===== config.mk =====
export PLATFORM = sky130hd
export DESIGN_NAME = gsm_resp_parser
export DESIGN_NICKNAME = d
export VERILOG_FILES = /design/src/rtl/gsm_resp_parser.sv
export SDC_FILE = /design/constraint.sdc
export NUM_CORES = 1
export LEC_CHECK = 0
export ABC_AREA = 1
export ABC_CLOCK_PERIOD_IN_PS = 3400
export BUFFER_PORTS_ARGS = -buffer_cell sky130_fd_sc_hd__clkbuf_2
export CORE_ASPECT_RATIO = 0.9
export CORE_MARGIN = 4
export CORE_UTILIZATION = 55
export DETAILED_ROUTE_END_ITERATION = 16
export PLACE_DENSITY = 0.77
export SYNTH_ARGS = -nofsm -noshare
export SYNTH_HDL_FRONTEND = slang
export SYNTH_SLANG_ARGS = --single-unit
export TNS_END_PERCENT = 20

===== constraint.sdc =====
create_clock -name clk -period 3.4 [get_ports clk]
set_clock_uncertainty 0.2 [all_clocks]
set_input_delay 0.68 -clock clk [delete_from_list [all_inputs] [get_ports clk]]
set_output_delay 0.68 -clock clk [all_outputs]
set_load 0.1 [all_outputs]

===== src/rtl/gsm_resp_parser.sv =====
`default_nettype none
// +----------------------------------------------------------------------------+
// | Module   : gsm_resp_parser                                                 |
// | Brief    : Classifies GSM modem reply lines into result codes and keeps a  |
// |            response timeout. Optional macro GSM_RESP_RING_EN enables the   |
// |            unsolicited RING / +CMTI: classification.                       |
// | Revision : 1.0  initial release                                            |
// +----------------------------------------------------------------------------+
module gsm_resp_parser #(
    parameter int          MAX_LEN     = 8,
    parameter logic [23:0] TIMEOUT_CYC = 24'd12_000_000
) (
    input  logic       clk,
    input  logic       rst,
    input  logic [7:0] rx_byte,
    input  logic       rx_int,
    input  logic       wait_start,
    output logic       resp_valid,
    output logic [2:0] resp_code,
    output logic       busy
);

    localparam logic [7:0] c_CR = 8'h0D;
    localparam logic [7:0] c_LF = 8'h0A;
    localparam logic [7:0] c_GT = 8'h3E;

    localparam logic [2:0] c_CODE_NONE    = 3'd0;
    localparam logic [2:0] c_CODE_OK      = 3'd1;
    localparam logic [2:0] c_CODE_ERROR   = 3'd2;
    localparam logic [2:0] c_CODE_PROMPT  = 3'd3;
    localparam logic [2:0] c_CODE_CMGS    = 3'd4;
    localparam logic [2:0] c_CODE_OTHER   = 3'd5;
    localparam logic [2:0] c_CODE_TIMEOUT = 3'd6;
`ifdef GSM_RESP_RING_EN
    localparam logic [2:0] c_CODE_RING    = 3'd7;
`endif

    typedef enum logic [1:0] {
        S_IDLE    = 2'd0,
        S_COLLECT = 2'd1,
        S_EVAL    = 2'd2
    } state_t;

    state_t      r_state;
    logic [7:0]  r_buf [MAX_LEN];
    logic [5:0]  r_len;
    logic [7:0]  r_skid;
    logic        r_skid_vld;
    logic [23:0] r_cnt;
    logic        r_busy;
    logic        r_resp_valid;
    logic [2:0]  r_resp_code;

    logic        w_byte_vld;
    logic [7:0]  w_byte;
    logic [47:0] w_head;
    logic [2:0]  w_line_code;
    logic        w_line_unsol;
    logic        w_eval;
    logic        w_prompt;
    logic        w_expire;

    // A byte held over from an EVAL cycle is consumed before the live input.
    assign w_byte_vld = (r_state != S_EVAL) && (r_skid_vld || rx_int);
    assign w_byte     = r_skid_vld ? r_skid : rx_byte;

    assign w_head   = {r_buf[0], r_buf[1], r_buf[2], r_buf[3], r_buf[4], r_buf[5]};
    assign w_eval   = (r_state == S_EVAL);
    assign w_prompt = w_byte_vld && (r_state == S_IDLE) && (w_byte == c_GT);
    assign w_expire = r_busy && (r_cnt == 24'd1);

    always_comb begin
        w_line_code  = c_CODE_OTHER;
        w_line_unsol = 1'b0;
        if ((r_len == 6'd2) && (w_head[47:32] == "OK")) begin
            w_line_code = c_CODE_OK;
        end else if ((r_len == 6'd5) && (w_head[47:8] == "ERROR")) begin
            w_line_code = c_CODE_ERROR;
        end else if ((r_len >= 6'd6) && (w_head == "+CMGS:")) begin
            w_line_code = c_CODE_CMGS;
`ifdef GSM_RESP_RING_EN
        end else if ((r_len == 6'd4) && (w_head[47:16] == "RING")) begin
            w_line_code  = c_CODE_RING;
            w_line_unsol = 1'b1;
        end else if ((r_len >= 6'd6) && (w_head == "+CMTI:")) begin
            w_line_code  = c_CODE_RING;
            w_line_unsol = 1'b1;
`endif
        end
    end

    always_ff @(posedge clk) begin
        if (rst) begin
            r_state      <= S_IDLE;
            r_len        <= 6'd0;
            r_skid       <= 8'h00;
            r_skid_vld   <= 1'b0;
            r_cnt        <= 24'd0;
            r_busy       <= 1'b0;
            r_resp_valid <= 1'b0;
            r_resp_code  <= c_CODE_NONE;
            for (int i = 0; i < MAX_LEN; i++) begin
                r_buf[i] <= 8'h00;
            end
        end else begin
            r_resp_valid <= 1'b0;

            if (r_state == S_EVAL) begin
                if (rx_int) begin
                    r_skid     <= rx_byte;
                    r_skid_vld <= 1'b1;
                end
            end else if (r_skid_vld && rx_int) begin
                r_skid <= rx_byte;
            end else begin
                r_skid_vld <= 1'b0;
            end

            // A line or prompt result in this cycle suppresses a coincident expiry.
            if (w_expire && !w_eval && !w_prompt) begin
                r_resp_valid <= 1'b1;
                r_resp_code  <= c_CODE_TIMEOUT;
            end

            case (r_state)
                S_IDLE: begin
                    if (w_byte_vld && (w_byte != c_CR) && (w_byte != c_LF)) begin
                        if (w_byte == c_GT) begin
                            r_resp_valid <= 1'b1;
                            r_resp_code  <= c_CODE_PROMPT;
                        end else begin
                            r_buf[0] <= w_byte;
                            r_len    <= 6'd1;
                            r_state  <= S_COLLECT;
                        end
                    end
                end
                S_COLLECT: begin
                    if (w_byte_vld) begin
                        if (w_byte == c_LF) begin
                            r_state <= S_EVAL;
                        end else if (w_byte != c_CR) begin
                            for (int i = 0; i < MAX_LEN; i++) begin
                                if (r_len == 6'(i)) begin
                                    r_buf[i] <= w_byte;
                                end
                            end
                            if (r_len != 6'd63) begin
                                r_len <= r_len + 6'd1;
                            end
                        end
                    end
                end
                S_EVAL: begin
                    r_resp_valid <= 1'b1;
                    r_resp_code  <= w_line_code;
                    r_len        <= 6'd0;
                    r_state      <= S_IDLE;
                    for (int i = 0; i < MAX_LEN; i++) begin
                        r_buf[i] <= 8'h00;
                    end
                end
                default: begin
                    r_state <= S_IDLE;
                end
            endcase

            if (wait_start) begin
                r_busy <= 1'b1;
                r_cnt  <= TIMEOUT_CYC;
            end else if (w_expire || w_prompt || (w_eval && !w_line_unsol)) begin
                r_busy <= 1'b0;
            end else if (r_busy) begin
                r_cnt <= r_cnt - 24'd1;
            end
        end
    end

    assign resp_valid = r_resp_valid;
    assign resp_code  = r_resp_code;
    assign busy       = r_busy;

endmodule
`default_nettype wire


Yosys cells after proc, flatten, opt, wreduce, memory -nomap -nowiden
Memory sizes are Yosys's and may differ from the RTL's.
Index checks and enable logic that the tools add are counted.
{ "op_classes": {"addsub": 2, "multipliers": 0, "div": 0, "order_cmp": 1, "eq_ne": 29, "shift": 0, "mux": 118, "bitwise": 18, "n_reduce_logical": 30} }
{ "ops": {"columns": ["operator", "count"], "rows": [
  ["8-bit two-way mux", 21],
  ["1-bit two-way mux", 75],
  ["24-bit two-way mux", 3],
  ["48-bit by 46-bit == test with 1-bit output (second input constant)", 1],
  ["40-bit by 39-bit == test with 1-bit output (second input constant)", 1],
  ["6-bit two-way mux", 6],
  ["24-bit by 1-bit == test with 1-bit output (second input constant)", 1],
  ["6-bit by 3-bit == test with 1-bit output (second input constant)", 4],
  ["24-bit by 1-bit subtractor with 24-bit output (second input constant)", 1],
  ["2-bit != test (second input constant)", 10],
  ["6-bit case mux with 3 select lines", 1],
  ["1-bit OR", 17],
  ["16-bit by 15-bit == test with 1-bit output (second input constant)", 1],
  ["8-bit by 4-bit != test with 1-bit output (second input constant)", 2],
  ["3-bit two-way mux", 5],
  ["6-bit by 2-bit == test with 1-bit output (second input constant)", 2],
  ["1-bit logical AND", 12],
  ["8-bit by 4-bit == test with 1-bit output (second input constant)", 1],
  ["8-bit by 6-bit == test with 1-bit output (second input constant)", 1],
  ["2-bit two-way mux", 4],
  ["2-bit AND reduction", 4],
  ["7-bit AND reduction", 1],
  ["6-bit by 1-bit adder with 6-bit output (second input constant)", 1],
  ["6-bit by 1-bit == test with 1-bit output (second input constant)", 1],
  ["other kinds (17)", 22]
]} }
{ "totals": {"ff_bits": 46, "latch_bits": 0, "ram_bits": 64, "mem_bits_ro": 0, "inputBits": 12, "out_inout_bits": 5, "wordCells": 208, "n_memories": 1} }
{ "mem_list": {"columns": ["name", "depth", "width", "rd", "rd_ports_with_merged_regs", "wr", "line_no", "text"], "rows": [
  ["r_buf", 8, 8, 6, 0, 8, "45", "logic [7:0] r_buf [MAX_LEN];"]
]} }

Longest topological paths before layout
Gate-level depths: netlist (run 1).
{ "logic_depth": {"word_depth": 11, "mapped_depth": 14, "depth_no_buf": 13} }

Least setup slack after synthesis (run 1)
OpenSTA, ideal clock, no wires.
{ "synth_timing": {"kind": "input to register", "from": "in rx_byte[6]", "to": "mem r_buf[0][0], enable pin", "setup_ns": 0.330, "arrival_ns": 1.915, "required_ns": 2.870, "slack_ns": 0.955, "stages": 10, "path_buffers": 0, "cell_sequence": "inv_1 nand2_4 nand2_2 nand2_4 nor2_4 nand2_2 nand4_1 nor2_1 o21ai_2 nand3_1"} }
{ "synth_lines": {"columns": ["item", "line_no", "text"], "rows": [
  ["start, declared", "15", "input logic [7:0] rx_byte,"],
  ["end, declared", "45", null]
]} }

==> results of run 1 <==
==> cell usage after synthesis (3+ instances only) <==
| master | n |
|---|---|
| nand3_1 | 53 |
| inv_2 | 5 |
| inv_1 | 73 |
| xor2_1 | 8 |
| nand4_1 | 20 |
| nand2_2 | 12 |
| nor2_2 | 6 |
| or2_2 | 6 |
| and3_1 | 3 |
| ha_1 | 9 |
| buf_6 | 4 |
| nor2_1 | 136 |
| nand2_4 | 5 |
| nor4_1 | 4 |
| edfxtp_1 | 32 |
| clkbuf_1 | 10 |
| a21oi_1 | 33 |
| o21ai_0 | 32 |
| o21ai_1 | 6 |
| nand2_1 | 138 |
| nand3b_1 | 3 |
| dfxtp_1 | 62 |
| nor3_1 | 11 |
==> worst max-delay path, stage by stage, from the launching register on <==
cell	delay [ns]
dfxtp_1	0.65
inv_4	0.17
nand2_1	0.09
nand2_1	0.09
inv_1	0.09
nand2_1	0.06
nor2_2	0.12
nand2_2	0.10
nand4_1	0.12
nor2_1	0.07
o21ai_2	0.35
nand3_1	0.40
==> power by group <==
| part | internal, mW | total (mW) | switching, mW | leakage [nW] |
|---|---|---|---|---|
| combinational | 0.262 | 0.925 | 0.663 | 1.44 |
| clock | 0.267 | 0.655 | 0.389 | 0.0775 |
| sequential | 1.30 | 1.41 | 0.105 | 0.839 |
| total | 1.83 | 2.99 | 1.16 | 2.36 |
==> metrics by stage <==
step,utilization,hold WS [ns],instances,instance area (um^2)
floorplan,-,0.244,694,5110
global placement,0.579,0.255,819,5260
detailed placement,0.579,0.267,819,5260
CTS,0.598,0.281,835,5430
global route,0.598,0.316,835,5430
finish,0.598,0.277,835,5430
==> area by class of cell <==
class / instances / area, um^2 / area share
Timing Repair Buffer: 19 / 103 / 0.0189
Tap cell: 122 / 153 / 0.0281
Multi-Input combinational cell: 504 / 2500 / 0.461
Inverter: 80 / 303 / 0.0558
Clock buffer: 11 / 131 / 0.0242
Clock inverter: 5 / 33.8 / 0.00622
Sequential cell: 94 / 2200 / 0.406
==> state kept, by name, indices dropped and copies added (netlist names) <==
name and cells:
r_len 6, r_skid_vld 1, r_skid 8, resp_code 3
resp_valid 1, r_buf 48, busy 1, r_cnt 24
r_state 2
==> logic make-up after synthesis <==
kind of cell / count (synthesis)
xor+xnor: 10
compound gates: 80
fa+ha+maj: 9
flops: 94
simple gates: 405
buf+inv: 96
==> layout by cell type, fill, tap and decap left out, drive strengths merged <==
master	instances
nand2	155
nor2	143
inv	80
dfxtp	62
nand3	57
o21ai	39
a21oi	36
edfxtp	32
clkbuf	27
nand4	21
nor3	11
ha	9
xor2	8
or2	6
nor4	5
nand3b	3
and3	3
buf	3
clkinv	3
xnor2	2
o211ai	2
clkinvlp	2
a31oi	1
and2	1
o21bai	1
a211oi	1
==> routing by layer <==
metal,up-vias,track usage
li1,2282,-
met1,2146,0.364
met2,184,0.357
met3,17,0.0415
met4,0,0.0738
met5,-,0
==> how the worst max path moves through the flow <==
stage	cells past startpoint	to
global placement	10	r_buf[0][0]
global route	11	r_buf[0][1]
finish	11	r_buf[0][0]
floorplan	10	r_buf[0][0]
CTS	11	r_buf[0][0]
detailed placement	11	r_buf[0][5]
==> flow_results.org, run 1 <==
** Synthesis
- After synthesis, the largest family of logic cells by area is simple AND/OR/NAND/NOR gates.
- Each instance of the synthesized netlist takes up on average 7.36 um^2.
- Number of unique standard cell types used by synthesis :: 41
- Mux share of post-synthesis cell area :: 0
- The share of synthesized area in the top cell type comes to 0.243.
- Post-Synth XOR/XNOR Area :: 0.0171
- The synthesized design contains 32 enable-type register cells.
- Of all flip-flops after synthesis, the portion carrying an async set or reset was 0.
- Leading register cell type out of synthesis :: dfxtp_1
- The largest total area in the synthesized netlist belongs to dfxtp_1.
- During synthesis, Yosys emitted a total of 0 warnings.
- Post-synthesis register bit count :: 94
- Of the total synthesized cell area, the portion taken by full adders, half adders and majority gates is 0.0220.
- The area fraction in compound gates after synthesis is 0.0864.
- Share of the yosys chip area belonging to registers :: 0.431
- By area the synthesized netlist is led by dfxtp_1 (24%), edfxtp_1 (19%), nand2_1 (10%), nor2_1 (10%), inv_1 (5.4%).
- Total nets after synthesis :: 715
- Post-Syn Instances :: 694
- After synthesis the cells add up to roughly 0.0051 mm^2.
- Simple-gate share of the synthesized area :: 0.364

** STA
- Setup slack on the critical path of the routed design comes to 0.550 ns.
- Post-route minimum period :: 2.85 ns
- Setup violations remaining at the end of the flow were counted as 0.
- Pins Over Slew Limit :: 0
- Dividing the final minimum period by the clock period gives 0.838.
- Peak clock frequency supported by timing :: 351 MHz
- RSZ-0062 raised after global routing :: false
- For the final routed database, the setup TNS stands at 0 ns.
- Slew at the pin closest to its max-slew limit :: 0.745 ns
- Slew margin rel. :: 0.503
- The count of endpoints failing hold in the final timing report is 0.

** Placed design
- Post-Place Setup Slack :: 0.595 ns
- Routability-driven placement finished with a final weighted congestion of 0.959.
- Count of input and output buffers :: 16
- DP Wirelength :: 9.31 mm

** Clock network
- CTS root buffer :: clkbuf_8
- H-tree depth reported by CTS :: 3
- The number of setup buffers added after CTS is 0.
- After clock tree synthesis, the repair step resized 0 gates.
- The number of hold buffers added after CTS was 0.
- CTS clk-pin slew, worst paths :: 0.09 ns
- Number of clock sinks :: 94
- CTS tree :: yes
- Clock buffer count from CTS :: 9
- At the later pin of the worst-skew pair, clock insertion delay measures 0.35 ns.
- Buffer depth of the longest clock path :: 2

** Setup path
- Required time of the critical path :: about 3.2 ns
- At the worst endpoint, the arrival time is 2.65 ns.
- Worst setup EP type :: flip-flop
- Count of cells along the worst register-to-register path :: 11
- STA classifies the critical path startpoint as a flip-flop.
- Maximum fanout count along the critical path :: 16
- Slack of the worst reg-to-reg path :: roughly 0.55 ns
- RR Startpoint :: r_skid_vld
- The endpoint identified for the worst register-to-register timing path is r_buf[0][0].
- In this run the worst setup path begins at r_skid_vld.
- Startpoint-to-endpoint class of the critical path :: flip-flop to flip-flop

** Finish
- Layout Area Growth over Synthesis :: 6.22%
- Count of antenna diodes in the layout :: 0
- Post-layout net count :: around 730
- In the final layout, the share of cells above drive strength 1 is 0.109.
- Final-layout fill cell count :: 854

** Hold path
- Along the worst hold path, the cell count comes to 2.
- The worst hold path begins at r_skid[5].
- WHS Endpoint :: r_skid[5]
- Hold WC Path Type :: flip-flop to flip-flop

** Die
- 17 I/O pins were placed.
- Floorplan die area :: 0.0109 mm^2
- DIE WIDTH :: 110 um
- Num rows :: 33
- Placeable core region :: between 0.009 and 0.01 mm^2
- For this configuration, the core starts out at a cell density of 0.563.
- Die extent in y :: 99.5 um

** Route
- Metal1 wirelength :: 5.66 mm
- Iteration-0 DRC count of the detailed router :: 291
- Uppermost layer routed :: met4
- Vias per std cell :: approximately 5.5
- After detailed routing, the number of remaining DRC violations is 0.
- Routed wire per std cell :: approximately 15 um
- Total number of vias :: 4629
- First-pass iteration count of the detailed router :: 6
- Number of nets with antenna violations after routing :: 0
- After detailed routing, the total wire length is 12.3 mm.
- Amount of wire on met2 after detailed routing :: 5.38 mm
- Wire segments on met3 add up to roughly 1.0 mm in the final route.

** Global routing
- Pin count of the biggest net entering global routing :: 27
- The number of antenna violations at the first check in global routing was 0.
- Global routing finished with a remaining overflow of 0.
- First-pass GRT wire length :: 20.9 mm
- The number of global-route vias before repair was around 4300.
- Tot GR Track Use :: 0.242

** Power and ir drop
- Across the VDD grid, the largest voltage drop is 0.314 mV.
- Power density over the cells :: 550 mW/mm^2
- Summed over all cells, the static leakage comes to 2.36 nW.
- The completed layout was analyzed and its total power is about 3.0 mW.

** Status
- Result of the run :: finished clean

** Job
- Across the run, the number of max-cap violations was 0.
Power figures use the tool's default switching activity.
==> run 2: changes to the inputs <==
--- a/config.mk
+++ b/config.mk
@@ -5,8 +5,8 @@
 export SDC_FILE = /design/constraint.sdc
 export NUM_CORES = 1
 export LEC_CHECK = 0
-export ABC_AREA = 1
-export ABC_CLOCK_PERIOD_IN_PS = 3400
+export ABC_AREA = 0
+export ABC_CLOCK_PERIOD_IN_PS = 2700
 export BUFFER_PORTS_ARGS = -buffer_cell sky130_fd_sc_hd__clkbuf_2
 export CORE_ASPECT_RATIO = 0.9
 export CORE_MARGIN = 4
==> constraint.sdc (replaced) <==
create_clock -name clk -period 2.7 [get_ports clk]
set_clock_uncertainty 0.2 [all_clocks]
set_input_delay 0.54 -clock clk [delete_from_list [all_inputs] [get_ports clk]]
set_output_delay 0.54 -clock clk [all_outputs]
set_load 0.1 [all_outputs]
==> run 2 against run 1 <==
  * Combinational power fell by 67%
  * Via count fell by 19%
  * Non-clock buffer count rose by 18
  * Register-to-register slack got worse by 0.43 ns
  * Sequential power rose by 9.9%
  * Die area fell by 9.1%
  * Flip-flop and latch count did not move
  * Clock power rose by 86%
  * Synthesized cell count fell by 31%
  * Clock-buffer cell count fell by 2
  * Critical path type unchanged
==> flow_results.org, run 2 <==
** Status
- Result of the run :: finished clean (unchanged)

** Synthesis
- Leading register cell type out of synthesis :: dfxtp_1 (unchanged)
- Post-Syn Instances :: 478 (was 694)
- Number of unique standard cell types used by synthesis :: 67 (was 41)
- The parity-gate share of the synthesized area counting xor and xnor cells was 0.0380 (was 0.0171).
- The post-synthesis sequential element count came to 94 (unchanged).
- The fraction of the mapped netlist area in adder cells was 0.0244 (was 0.0220).
- Mux share of post-synthesis cell area :: 0.0372 (was 0)
- The mapped cell area is 0.00461 mm^2 (was 0.00511 mm^2).
- The combinational family with the most area after synthesis is simple AND/OR/NAND/NOR gates (unchanged).
- Compound-Gate Fraction of Synth Area :: 0.128 (was 0.0864)
- Share of the yosys chip area belonging to registers :: 0.478 (was 0.431)
- The cell accounting for the most synthesized area was dfxtp_1 (unchanged).
- The number of synthesis warnings is 0 (unchanged).
- The count of flip-flops with a built-in enable after synthesis came to 32 (unchanged).
- The area fraction of the dominant cell type after synthesis came to 0.269 (was 0.243).
- Dominant cells by area after synthesis :: dfxtp_1 (27%), edfxtp_1 (21%), nor2_1 (6.8%), mux2i_1 (3.5%), xor2_1 (3.2%) (was dfxtp_1 (24%), edfxtp_1 (19%), nand2_1 (10%), nor2_1 (10%), inv_1 (5.4%))
- Synth async-reset ratio :: 0 (unchanged)
- Commonest cells in the netlist: nor2_1 (84), dfxtp_1 (62), edfxtp_1 (32) (was nand2_1 (138), nor2_1 (136), inv_1 (73)).
- Syn avg cell area :: 9.64 um^2 (was 7.36 um^2)
- Top-count cell post-synth :: nor2_1 (was nand2_1)
- The synthesized netlist net count came to 499 (was 715).
- Simple-gate share of the synthesized area :: 0.258 (was 0.364)

** Finish
- Count of antenna diodes in the layout :: 0 (unchanged)
- Flip-flop count of the largest register after layout :: 48 (unchanged)
- The net count of the finished layout was 528 (was 729).
- The register name with the most flops is r_buf (unchanged).
- Most frequent cells in the layout: nor2_1 (84), dfxtp_1 (61), edfxtp_1 (32) (was nand2_1 (138), nor2_1 (136), inv_1 (73)).
- Final-layout fill cell count :: 681 (was 854)
- The layout cell share with drive strength beyond 1 came to 0.146 (was 0.109).
- The most common cell after layout, fill and taps aside is nor2_1 (was nand2_1).
- Final instance count without filler cells :: 611 (was 835)
- The layout overhead on the synthesized area was 11.3% (was 6.22%).
- The share of the core filled with cells in the final layout came to 0.633 (was 0.598).
- The area of the multi-input gates came to 0.00224 mm^2 (was 0.00250 mm^2).
- Largest registers in the final layout :: r_buf: 48 flops, r_cnt: 24 flops, r_skid: 8 flops (unchanged)
- Total area of sequential cells :: 0.00220 mm^2 (about the same)

** Job
- Number of max-capacitance violations reported :: 0 (unchanged)

** Route
- The number of DRC markers after the initial detailed-route iteration is 379 (was 291).
- The routed wire length is 10.7 mm (was 12.3 mm).
- Number of nets with antenna violations after routing :: 0 (unchanged)
- The per-cell routed wire length was 17.4 um (was 14.7 um).
- Vias per std cell :: 6.13 (was 5.54)
- The total routed wire length on the met1 layer came to 4.78 mm (was 5.66 mm).
- The vias after detailed routing is 3748 (was 4629).
- Uppermost layer routed :: met4 (unchanged)
- The met3 wirelength from detailed routing is 673 um (was 1.05 mm).
- Amount of wire on met2 after detailed routing :: 5.02 mm (was 5.38 mm)
- First-pass iteration count of the detailed router :: 5 (was 6)
- The DRC violation count after routing was 0 (unchanged).

** Setup path
- The count of buffering cells on the critical path with inverters included came to 0 (was 2).
- The register-to-register path setup slack was 0.12 ns (was 0.55 ns).
- Worst-path cell with the longest stage delay :: nor3_1 (was dfxtp_1)
- Crit-path cells: and3b_2 > o22ai_1 > a21oi_4 > nor3_1 > nand4_1 > nand2_1 (was inv_4 > nand2_1 > nand2_1 > inv_1 > nand2_1 > nor2_2 > nand2_2 > nand4_1 > nor2_1 > o21ai_2 > nand3_1).
- Arrival time worst endpoint :: 2.43 ns (was 2.65 ns)
- The required time of the critical path was 2.55 ns (was 3.20 ns).
- The cell family contributing the most delay on the critical path is simple AND/OR/NAND/NOR gates (unchanged).
- The maximum fanout along the worst path came to 16 (unchanged).
- Startpoint-to-endpoint class of the critical path :: flip-flop to flip-flop (unchanged)
- The peak per-stage delay on the critical path was 0.49 ns (was 0.65 ns).
- The type of element launching the critical path was a flip-flop (unchanged).
- Worst setup EP type :: flip-flop (unchanged)
- RR Startpoint :: r_skid_vld (unchanged)
- The launching instance or port of the critical path is r_skid_vld (unchanged).

** STA
- The shortest period the worst path allows is 2.58 ns (was 2.85 ns).
- RSZ-0062 raised after global routing :: false (unchanged)
- The final worst-path cycle share is 0.956 (was 0.838).
- Hold violation count in the final report :: 0 (unchanged)
- Peak clock frequency supported by timing :: 387 MHz (was 351 MHz)
- Slew margin rel. :: 0.615 (was 0.503)
- Pins Over Slew Limit :: 0 (unchanged)
- Slew at the pin closest to its max-slew limit :: 0.573 ns (was 0.745 ns)
- Setup-failing EPs final :: 0 (unchanged)

** Hold path
- The launch point of the worst hold path was rx_byte[7] (was r_skid[5]).
- The worst min-delay path class is input pin to flip-flop (was flip-flop to flip-flop).

** Global routing
- First-pass GRT wire length :: 17.2 mm (was 20.9 mm)
- Tot GR Track Use :: 0.220 (was 0.242)
- Gr ovfl total :: 0 (unchanged)
- Via count of the first global-routing pass :: 3526 (was 4294)
- The number of antenna violations at the first check in global routing is 0 (unchanged).
- Pin count of the biggest net entering global routing :: 27 (unchanged)

** Placed design
- The HPWL reported at the end of detailed placement came to 7.79 mm (was 9.31 mm).
- Post-placement cell count :: 595 (was 819)
- Count of input and output buffers :: 16 (unchanged)
- GPL Wtd Cong :: 0.903 (was 0.959)

** Clock network
- The maximum level of the CTS H-tree is 3 (unchanged).
- Clk_lat worst skew :: 0.37 ns (was 0.35 ns)
- CTS clk-pin slew, worst paths :: 0.10 ns (was 0.09 ns)
- Clock buffer count from CTS :: 9 (unchanged)
- The TritonCTS clock tree is yes (unchanged).
- CTS root buffer :: clkbuf_8 (unchanged)
- Number of buffers added for setup after CTS :: 0 (unchanged)
- Hold buffers post-CTS :: 0 (unchanged)
- Buffer depth of the longest clock path :: 2 (unchanged)
- The CTS sink count was 94 (unchanged).

** Die
- Number of I/O pins :: 17 (unchanged)
- The die outline area was 0.00991 mm^2 (was 0.0109 mm^2).
- The die outline width is 105 um (was 110 um).
- Starting Density :: 0.569 (was 0.563)
- The row count came to 31 (was 33).
- The floorplan core area is 0.00811 mm^2 (was 0.00908 mm^2).
- Die extent in y :: 94.9 um (was 99.5 um)

** Power and ir drop
- Power density over the cells :: 599 mW/mm^2 (was 550 mW/mm^2)
- The leakage power of the design was 1.98 nW (was 2.36 nW).
- The worst-case vdd ir drop came to 0.393 mV (was 0.314 mV).
[run 2: area by class of cell]
cell class / count / share of cell area
tap: 99 / 0.0241
timing repair buffer: 37 / 0.0488
clock buffer: 9 / 0.0241
sequential: 94 / 0.429
clock inverter: 7 / 0.0275
inverter: 13 / 0.00951
multi-input combinational: 352 / 0.437
[run 2: worst min-delay path, delay by kind of cell]
| family | cells | cell delay, ns |
|---|---|---|
| mux | 1 | 0.07 |
| simple gates | 1 | 0.07 |
| buf+inv | 1 | 0.11 |
[run 2: what timing repair did]
item / 4_1_cts / 5_1_grt
endpoints found under the setup margin: 0 / 50
endpoints found under the hold margin: 0 / 0
resized for setup: 0 / 1
[run 2: routing by layer]
metal / vias up / track usage
met4: 0 / 0.0687
met3: 18 / 0.0608
met2: 119 / 0.362
li1: 1815 / -
met1: 1796 / 0.283
met5: - / 0
[run 2: where the power goes]
| group | internal [mW] | total, mW | switching [mW] |
|---|---|---|---|
| clock network | 0.712 | 1.22 | 0.505 |
| logic | 0.110 | 0.307 | 0.197 |
| registers | 1.51 | 1.55 | 0.0393 |
| total | 2.33 | 3.08 | 0.741 |
[run 2: worst paths after layout]
| path | end | cells after the start |
|---|---|---|
| min reg2reg | r_buf[4][4] | 1 |
| min | r_skid[7] | 3 |
| max reg2reg | r_buf[3][6] | 6 |
| max | r_buf[3][6] | 6 |
[run 2: logic make-up (layout without fill, tap and decap cells)]
family	count (synthesis)	in the layout
AO/OA/AOI/OAI	79	79
XOR/XNOR	20	20
adder cells (fa/ha/maj)	9	9
buffers and inverters	32	66
flip-flops	94	94
multiplexers	17	17
AND/OR/NAND/NOR	227	227
[run 2: stage by stage]
stage | area (um^2) | setup TNS (ns) | power, mW | setup slack, ns | hold slack (ns)
after floorplan | 4610 | 0 | 1.80 | 0.179 | 0.240
after global placement | 4870 | 0 | 1.88 | 0.0679 | 0.255
after detailed placement | 4870 | -0.324 | 1.88 | -0.0301 | 0.268
after CTS | 5130 | 0 | 3.09 | 0.0306 | 0.239
after global routing | 5130 | 0 | 3.19 | 0.0136 | 0.258
final | 5130 | 0 | 3.08 | 0.118 | 0.250
